`src/rtl/wb_queue.sv`:
```
// Register-writeback queue: FIFO of pending GRF writes from the pipeline and mult/div unit,
// one-cycle enqueue-to-issue latency; pipeline has priority, a full queue deasserts both readies.
module wb_queue #(
  parameter int DEPTH = 4
) (
  input  logic        clk,
  input  logic        reset,
  input  logic        p_valid,
  input  logic [4:0]  p_wa,
  input  logic [31:0] p_wd,
  input  logic [31:0] p_pc,
  output logic        p_ready,
  input  logic        m_valid,
  input  logic [4:0]  m_wa,
  input  logic [31:0] m_wd,
  input  logic [31:0] m_pc,
  output logic        m_ready,
  input  logic        grf_busy,
  output logic        RegWrite,
  output logic [4:0]  WA,
  output logic [31:0] WD,
  output logic [31:0] PC,
  input  logic [4:0]  RA1,
  input  logic [4:0]  RA2,
  output logic        pend1,
  output logic        pend2
);
  localparam int AW = (DEPTH > 1) ? $clog2(DEPTH) : 1;
  localparam int CW = AW + 1;

  logic [4:0]    wa_q [DEPTH];
  logic [31:0]   wd_q [DEPTH];
  logic [31:0]   pc_q [DEPTH];
  logic [CW-1:0] count;
  logic [AW-1:0] rd_ptr;
  logic [AW-1:0] wr_ptr;
  logic [AW-1:0] idx;
  logic          full;
  logic          p_fire;
  logic          m_fire;
  logic          enq;
  logic          deq;
  logic [4:0]    in_wa;
  logic [31:0]   in_wd;
  logic [31:0]   in_pc;

  assign full    = (count == CW'(DEPTH));
  assign p_ready = !full;
  assign m_ready = !full && !p_valid;
  assign p_fire  = p_valid && p_ready;
  assign m_fire  = m_valid && m_ready;

  assign in_wa = p_fire ? p_wa : m_wa;
  assign in_wd = p_fire ? p_wd : m_wd;
  assign in_pc = p_fire ? p_pc : m_pc;
  // Writes to $0 are accepted on the handshake but never occupy a slot.
  assign enq = (p_fire || m_fire) && (in_wa != 5'd0);

  assign RegWrite = (count != '0) && !grf_busy;
  assign deq      = RegWrite;
  assign WA = RegWrite ? wa_q[rd_ptr] : 5'd0;
  assign WD = RegWrite ? wd_q[rd_ptr] : 32'd0;
  assign PC = RegWrite ? pc_q[rd_ptr] : 32'd0;

  always_ff @(posedge clk or negedge reset) begin
    if (!reset) begin
      count  <= '0;
      rd_ptr <= '0;
      wr_ptr <= '0;
    end else begin
      if (enq) wr_ptr <= wr_ptr + AW'(1);
      if (deq) rd_ptr <= rd_ptr + AW'(1);
      case ({enq, deq})
        2'b10:   count <= count + CW'(1);
        2'b01:   count <= count - CW'(1);
        default: count <= count;
      endcase
    end
  end

  always_ff @(posedge clk) begin
    if (enq) begin
      wa_q[wr_ptr] <= in_wa;
      wd_q[wr_ptr] <= in_wd;
      pc_q[wr_ptr] <= in_pc;
    end
  end

  // Scans stored entries only, so the head counts while issuing and the incoming write does not.
  always_comb begin
    pend1 = 1'b0;
    pend2 = 1'b0;
    idx   = '0;
    for (int i = 0; i < DEPTH; i++) begin
      idx = rd_ptr + AW'(i);
      if (CW'(i) < count) begin
        if (wa_q[idx] == RA1) pend1 = 1'b1;
        if (wa_q[idx] == RA2) pend2 = 1'b1;
      end
    end
    if (RA1 == 5'd0) pend1 = 1'b0;
    if (RA2 == 5'd0) pend2 = 1'b0;
  end

endmodule

```
`config.mk`:
```
export PLATFORM = sky130hd
export DESIGN_NAME = wb_queue
export DESIGN_NICKNAME = d
export VERILOG_FILES = /design/src/rtl/wb_queue.sv
export SDC_FILE = /design/constraint.sdc
export NUM_CORES = 1
export LEC_CHECK = 0
export BUFFER_PORTS_ARGS = -buffer_cell sky130_fd_sc_hd__buf_2
export CAP_MARGIN = 10
export CORE_ASPECT_RATIO = 0.6
export CORE_MARGIN = 5
export CORE_UTILIZATION = 48
export CTS_BUF_LIST = sky130_fd_sc_hd__clkbuf_4 sky130_fd_sc_hd__clkbuf_8
export CTS_CLUSTER_SIZE = 12
export DETAILED_ROUTE_END_ITERATION = 16
export PLACE_DENSITY = 0.74
export REMOVE_ABC_BUFFERS = 1
export SLEW_MARGIN = 10
export SYNTH_ARGS = -nofsm -noshare
export SYNTH_HDL_FRONTEND = slang
export SYNTH_SLANG_ARGS = --single-unit
export TNS_END_PERCENT = 1
```
`constraint.sdc`:
```
create_clock -name clk -period 3.85 [get_ports clk]
set_input_delay 0.385 -clock clk [delete_from_list [all_inputs] [get_ports clk]]
set_output_delay 0.385 -clock clk [all_outputs]
set_load 0.1 [all_outputs]
```
==> results of run 1 <==
==> flip-flops by register name, summed over array words and instances, names as in the netlist <==
signal,cells
count,3
wa_q,20
wr_ptr,2
wd_q,128
pc_q,128
rd_ptr,2
==> synth_stat cells (4+ instances only) <==
master,number,area (um^2)
or4_1,4,30.0
ha_1,9,113
xor2_1,18,158
nor2_1,6,22.5
a21oi_1,5,25.0
inv_1,8,30.0
nor3_1,10,50.1
mux2_2,69,777
and2_1,74,463
nand2_1,7,26.3
xnor2_1,36,315
buf_2,17,85.1
mux4_2,72,1620
mux2i_2,4,55.1
edfxtp_1,276,8290
dfrtp_1,7,175
buf_1,5,18.8
mux2i_1,23,230
nand4_1,4,25.0
clkbuf_1,18,67.6
==> routing by layer <==
metal  up-vias  wire length, um  track usage, %
li1       3219                -               -
met1      3496            12000            25.5
met2       270            12500            28.3
met3        23             1960            4.31
met4         0              307            4.06
met5         -                0               0
==> area by class of cell <==
| type | count | area (um^2) |
|---|---|---|
| timing repair buffer | 239 | 1310 |
| multi-input combinational | 361 | 4100 |
| tap | 360 | 450 |
| fill | 2048 | 11100 |
| sequential | 283 | 8470 |
| clock buffer | 64 | 756 |
| inverter | 8 | 30.0 |
| clock inverter | 10 | 104 |
==> cell families after synthesis <==
kind of cell,synth area share [%]
buffers and inverters,2.08
DFF,66.1
and+or+nand+nor,5.01
adders and majority gates,0.879
AOI/OAI and AO/OA,0.860
xor gates and xnor gates,3.69
muxes,21.4
==> final timing paths <==
kind,startpoint,to,slack (ns),depth (start not counted)
setup / recovery,rd_ptr[0],WD[27],0.28,4
hold / removal,m_pc[5],pc_q[2][5],0.19,2
setup reg to reg,count[0],pc_q[1][13],0.93,9
hold reg to reg,wr_ptr[1],wr_ptr[1],0.56,1
max in group asynchronous,reset,count[2],3.43,2
min in group asynchronous,reset,rd_ptr[1],0.21,2
==> stage by stage <==
step,TNS [ns],worst slack [ns]
6_report,0,0.282
5_1_grt,0,0.0289
4_1_cts,0,0.181
3_5_place_dp,0,0.805
3_3_place_gp,0,0.804
2_1_floorplan,-730.33,-2.20
==> run metrics, run 1 <==
post-synthesis sequential area ratio=66.1%; Worst Skew=0.0286 ns; critical path's top delay family=buffers and inverters; synthesized area per cell=between 15 and 20 um^2; area grow syn2layout=18.8%; critical path peak fanout=42; Worst-path clk slew=0.07 ns; CP max stage cell=buf_4; Root Buffer Master=clkbuf_8; vias=between 7,000 and 8,000; hpwl dp=roughly 17,000 um; Max stage delay on crit path=~0.74 ns; Synth Flop Type=edfxtp_1; Seq cells post-synth=283; drt total wl=between 20,000 and 30,000 um; vias in the first global route=7,334; DRC violations left=0; Core Footprint=0.0264 mm^2; Hold/Removal Path Class=input port to flip-flop; Core Rows=46; crit path cell chain=buf_4 > mux4_2 > and2_1 > buf_2; period utilization=92.7%; Layout Cells excl Fill=1,325; Die ar.=0.0302 mm^2; # diodes=0; Worst slew margin=between 40% and 50%; DRT iter0 DRCs=around 390; PortBufs=between 200 and 250; dpl cell area=0.0144 mm^2; CP endpoint kind=primary output; Final Hold Viols=0; Die Span Y=roughly 140 um; CP required=about 3.5 ns; Skew-Pair Late Insertion Delay=around 0.56 ns; critical path arrival=approximately 3.2 ns; design area=about 0.015 mm^2; initial core utilization=48.6%; H-tree depth=2; Tightest Pin Transition=about 0.84 ns; # setup viols final=0; # IOs=227; largest net degree at the start of global routing=70; Post-synth EDFFs=between 200 and 300; total global routing overflow=0; kind of critical path=flip-flop to primary output; Final #Nets=1,097; CP bufs+invs=2; cts hold-fix bufs=1; total clock sinks=approximately 280; Post-CTS Setup Inserts=0; Die Wd=221 um; post-layout util=approximately 58%; Synth Instances=698; mapped cell area=roughly 0.013 mm^2; Antenna Violating Nets Remaining=0; Total Routing Usage GR=approximately 18%; DP Cell Count=between 1,000 and 1,500; drt via density=roughly 5.3; final hold slack=0.189 ns; ys async rst share=2.47%; first-pass GRT wire length=41,800 um; PostCTS Resize Cnt=0; Min Clock Period, post-route=between 3 and 4 ns; f_max=approximately 0.28 GHz; most frequent cells in the layout=276 x edfxtp_1, 225 x buf_2, 72 x mux4_2, 69 x mux2_2, 69 x and2_1; Yosys warning total=0; most common cell after layout, fill and taps aside=edfxtp_1; CTS buffer count=42; Max Slew Vio Count=0; first drt pass iteration count=5; Clock Path Buffers=3; distinct cell type count after synthesis=37; unrepaired setup endpoints after global routing=false; CTS tree=yes; status=complete, no violations; initial antenna violation count=0; gpl congestion=around 0.85; max-cap viol count=0; element type at the critical path start=flip-flop; layout cells sized above 1=between 40% and 50%; drt wl/cell=20.2 um
Power of run 1 is not shown: default switching activity piles up to over one toggle a cycle in this logic, so the estimate is an artifact.
==> run 2, diff against run 1 <==
--- a/config.mk
+++ b/config.mk
@@ -7,12 +7,13 @@
 export LEC_CHECK = 0
 export BUFFER_PORTS_ARGS = -buffer_cell sky130_fd_sc_hd__buf_2
 export CAP_MARGIN = 10
-export CORE_ASPECT_RATIO = 0.6
+export CORE_ASPECT_RATIO = 0.75
 export CORE_MARGIN = 5
 export CORE_UTILIZATION = 48
 export CTS_BUF_LIST = sky130_fd_sc_hd__clkbuf_4 sky130_fd_sc_hd__clkbuf_8
 export CTS_CLUSTER_SIZE = 12
 export DETAILED_ROUTE_END_ITERATION = 16
+export GPL_ROUTABILITY_DRIVEN = 1
 export PLACE_DENSITY = 0.74
 export REMOVE_ABC_BUFFERS = 1
 export SLEW_MARGIN = 10
==> run 2 against run 1 <==
Against the previous run:
- sequential share of layout area rose by 0.064 points
- non-clock buffer count grew 6
- core utilization rose by 0.51 points
- hold slack improved by 0.0035 ns
- largest cell class unchanged
- highest routed layer unchanged
==> run metrics, run 2 (synthesis gave the netlist of run 1 again) <==
status=complete, no violations (unchanged); total clock sinks=283 (unchanged); CP max stage cell=dfrtp_4 (was buf_4); Fillers=1,965 (was 2,048); Die Wd=199 um (was 221 um); most common cell after layout, fill and taps aside=edfxtp_1 (unchanged); vias=7,069 (was 7,008); initial core utilization=49.1% (was 48.6%); DRT iter0 DRCs=578 (was 386); hpwl dp=19,200 um (was 17,000 um); final hold slack=0.193 ns (was 0.189 ns); unrepaired setup endpoints after global routing=false (unchanged); Core Rows=51 (was 46); # setup viols final=0 (unchanged); Clock Path Buffers=3 (unchanged); # IOs=227 (unchanged); Layout Cells excl Fill=1,308 (was 1,325); kind of critical path=flip-flop to primary output (unchanged); CP endpoint kind=primary output (unchanged); total global routing overflow=0 (unchanged); DRC violations left=0 (unchanged); Core Footprint=0.0261 mm^2 (was 0.0264 mm^2); drt via density=5.40 (was 5.29); Worst-path clk slew=0.06 ns (was 0.07 ns); crit path cell chain=mux2i_1 > xnor2_1 > or4_1 > mux2i_1 > nand4_1 > o211ai_1 > buf_2 (was buf_4 > mux4_2 > and2_1 > buf_2); first drt pass iteration count=4 (was 5); Max Slew Vio Count=0 (unchanged); initial antenna violation count=0 (unchanged); f_max=0.279 GHz (was 0.280 GHz); Root Buffer Master=clkbuf_8 (unchanged); Worst Skew=0.0249 ns (was 0.0286 ns); largest net degree at the start of global routing=46 (was 70); layout cells sized above 1=47.2% (was 48.0%); # diodes=0 (unchanged); area grow syn2layout=18.7% (was 18.8%); hold path endpoint=wd_q[3][17] (was pc_q[2][5]); PostCTS Resize Cnt=0 (unchanged); period utilization=92.9% (was 92.7%); reg2reg path depth=8 (was 9); Hold/Removal Path Class=input port to flip-flop (unchanged); most frequent cells in the layout=276 x edfxtp_1, 225 x buf_2, 72 x mux4_2, 69 x mux2_2, 69 x and2_1 (unchanged); drt total wl=27,600 um (was 26,800 um); PortBufs=226 (unchanged); Min Clock Period, post-route=3.58 ns (was 3.57 ns); CTS tree=yes (unchanged); critical path peak fanout=31 (was 42); Antenna Violating Nets Remaining=0 (unchanged); H-tree depth=2 (unchanged); max-cap viol count=0 (unchanged); DP Cell Count=1,240 (was 1,250); CP most frequent cell=mux2i_1; critical path arrival=3.19 ns (was 3.18 ns); Total Routing Usage GR=18.3% (was 17.8%); reg2reg start=count[0] (unchanged); Worst slew margin=52.5% (was 44.1%); gpl congestion=0.917 (was 0.848); drt wl/cell=21.1 um (was 20.2 um); CP bufs+invs=1 (was 2); CP required=3.46 ns (about the same); Tightest Pin Transition=0.709 ns (was 0.839 ns); Skew-Pair Late Insertion Delay=0.54 ns (was 0.56 ns); Die Span Y=151 um (was 137 um); Final Hold Viols=0 (unchanged); vias in the first global route=7,302 (was 7,334); Final #Nets=1,103 (was 1,097); Max stage delay on crit path=0.76 ns (was 0.74 ns); r2r endpoint=wa_q[3][1] (was pc_q[1][13]); R2R setup slack=0.52 ns (was 0.93 ns); critical path's top delay family=flip-flops (was buffers and inverters); HP Start=m_wd[17] (was m_pc[5]); CTS buffer count=42 (unchanged); first-pass GRT wire length=42,000 um (was 41,800 um); element type at the critical path start=flip-flop (unchanged); Hold Path Depth=2 (unchanged); Post-CTS Setup Inserts=0 (unchanged); Die ar.=0.0301 mm^2 (was 0.0302 mm^2); biggest regs=pc_q x128, wd_q x128, wa_q x20 (unchanged)
-- run 2: cell types whose count changed in the layout (fill, tap and decap cells not counted), moves of 2 or more --
cell        previous run  this run
buf_12                 6         9
clkinvlp_4             3         1
clkbuf_4              20        10
buf_4                  7        10
clkbuf_8              44        42
clkinv_1               3        10
-- run 2: what timing repair did --
item / CTS / global route
hold buffers: 1 / 0
endpoints found under the hold margin: 7 / 0
endpoints found under the setup margin: 0 / 0
-- run 2: metal layers --
| layer | vias to the layer above | wire length [um] | track usage (%) |
|---|---|---|---|
| met5 | - | 0 | 0 |
| met4 | 0 | 312 | 3.49 |
| met3 | 33 | 2150 | 3.98 |
| met2 | 294 | 12500 | 27.8 |
| met1 | 3524 | 12600 | 27.9 |
| li1 | 3218 | - | - |
-- run 2: area by class of cell --
class	instances	area, um^2	share of cell area, %
clock buffer	52	653	4.30
timing repair buffer	245	1390	9.15
sequential	283	8470	55.7
tap	344	430	2.83
clock inverter	15	126	0.831
inverter	8	30.0	0.198
multi-input combinational	361	4100	27.0
-- run 2: through the flow --
step / setup slack (ns) / setup TNS (ns) / utilization [%] / cell area, um^2
after floorplan: -2.20 / -730.33 / - / 12600
after global placement: 0.659 / 0 / 55.2 / 14400
after detailed placement: 0.534 / 0 / 55.2 / 14400
after CTS: 0.258 / 0 / 58.3 / 15200
after global routing: 0.0923 / 0 / 58.3 / 15200
final: 0.272 / 0 / 58.3 / 15200
-- run 2: how the worst max path moves through the flow --
stage / start / endpoint / slack (ns) / cells after the start
6_report: rd_ptr[1] / pend2 / 0.27 / 7
4_1_cts: rd_ptr[1] / pend2 / 0.26 / 7
2_1_floorplan: count[0] / pc_q[0][0] / -2.20 / 7
3_3_place_gp: count[0] / pc_q[3][12] / 0.66 / 8
5_1_grt: rd_ptr[1] / pend2 / 0.09 / 7
3_5_place_dp: count[0] / pc_q[3][12] / 0.53 / 8
Power of run 2 is left out for the same reason.
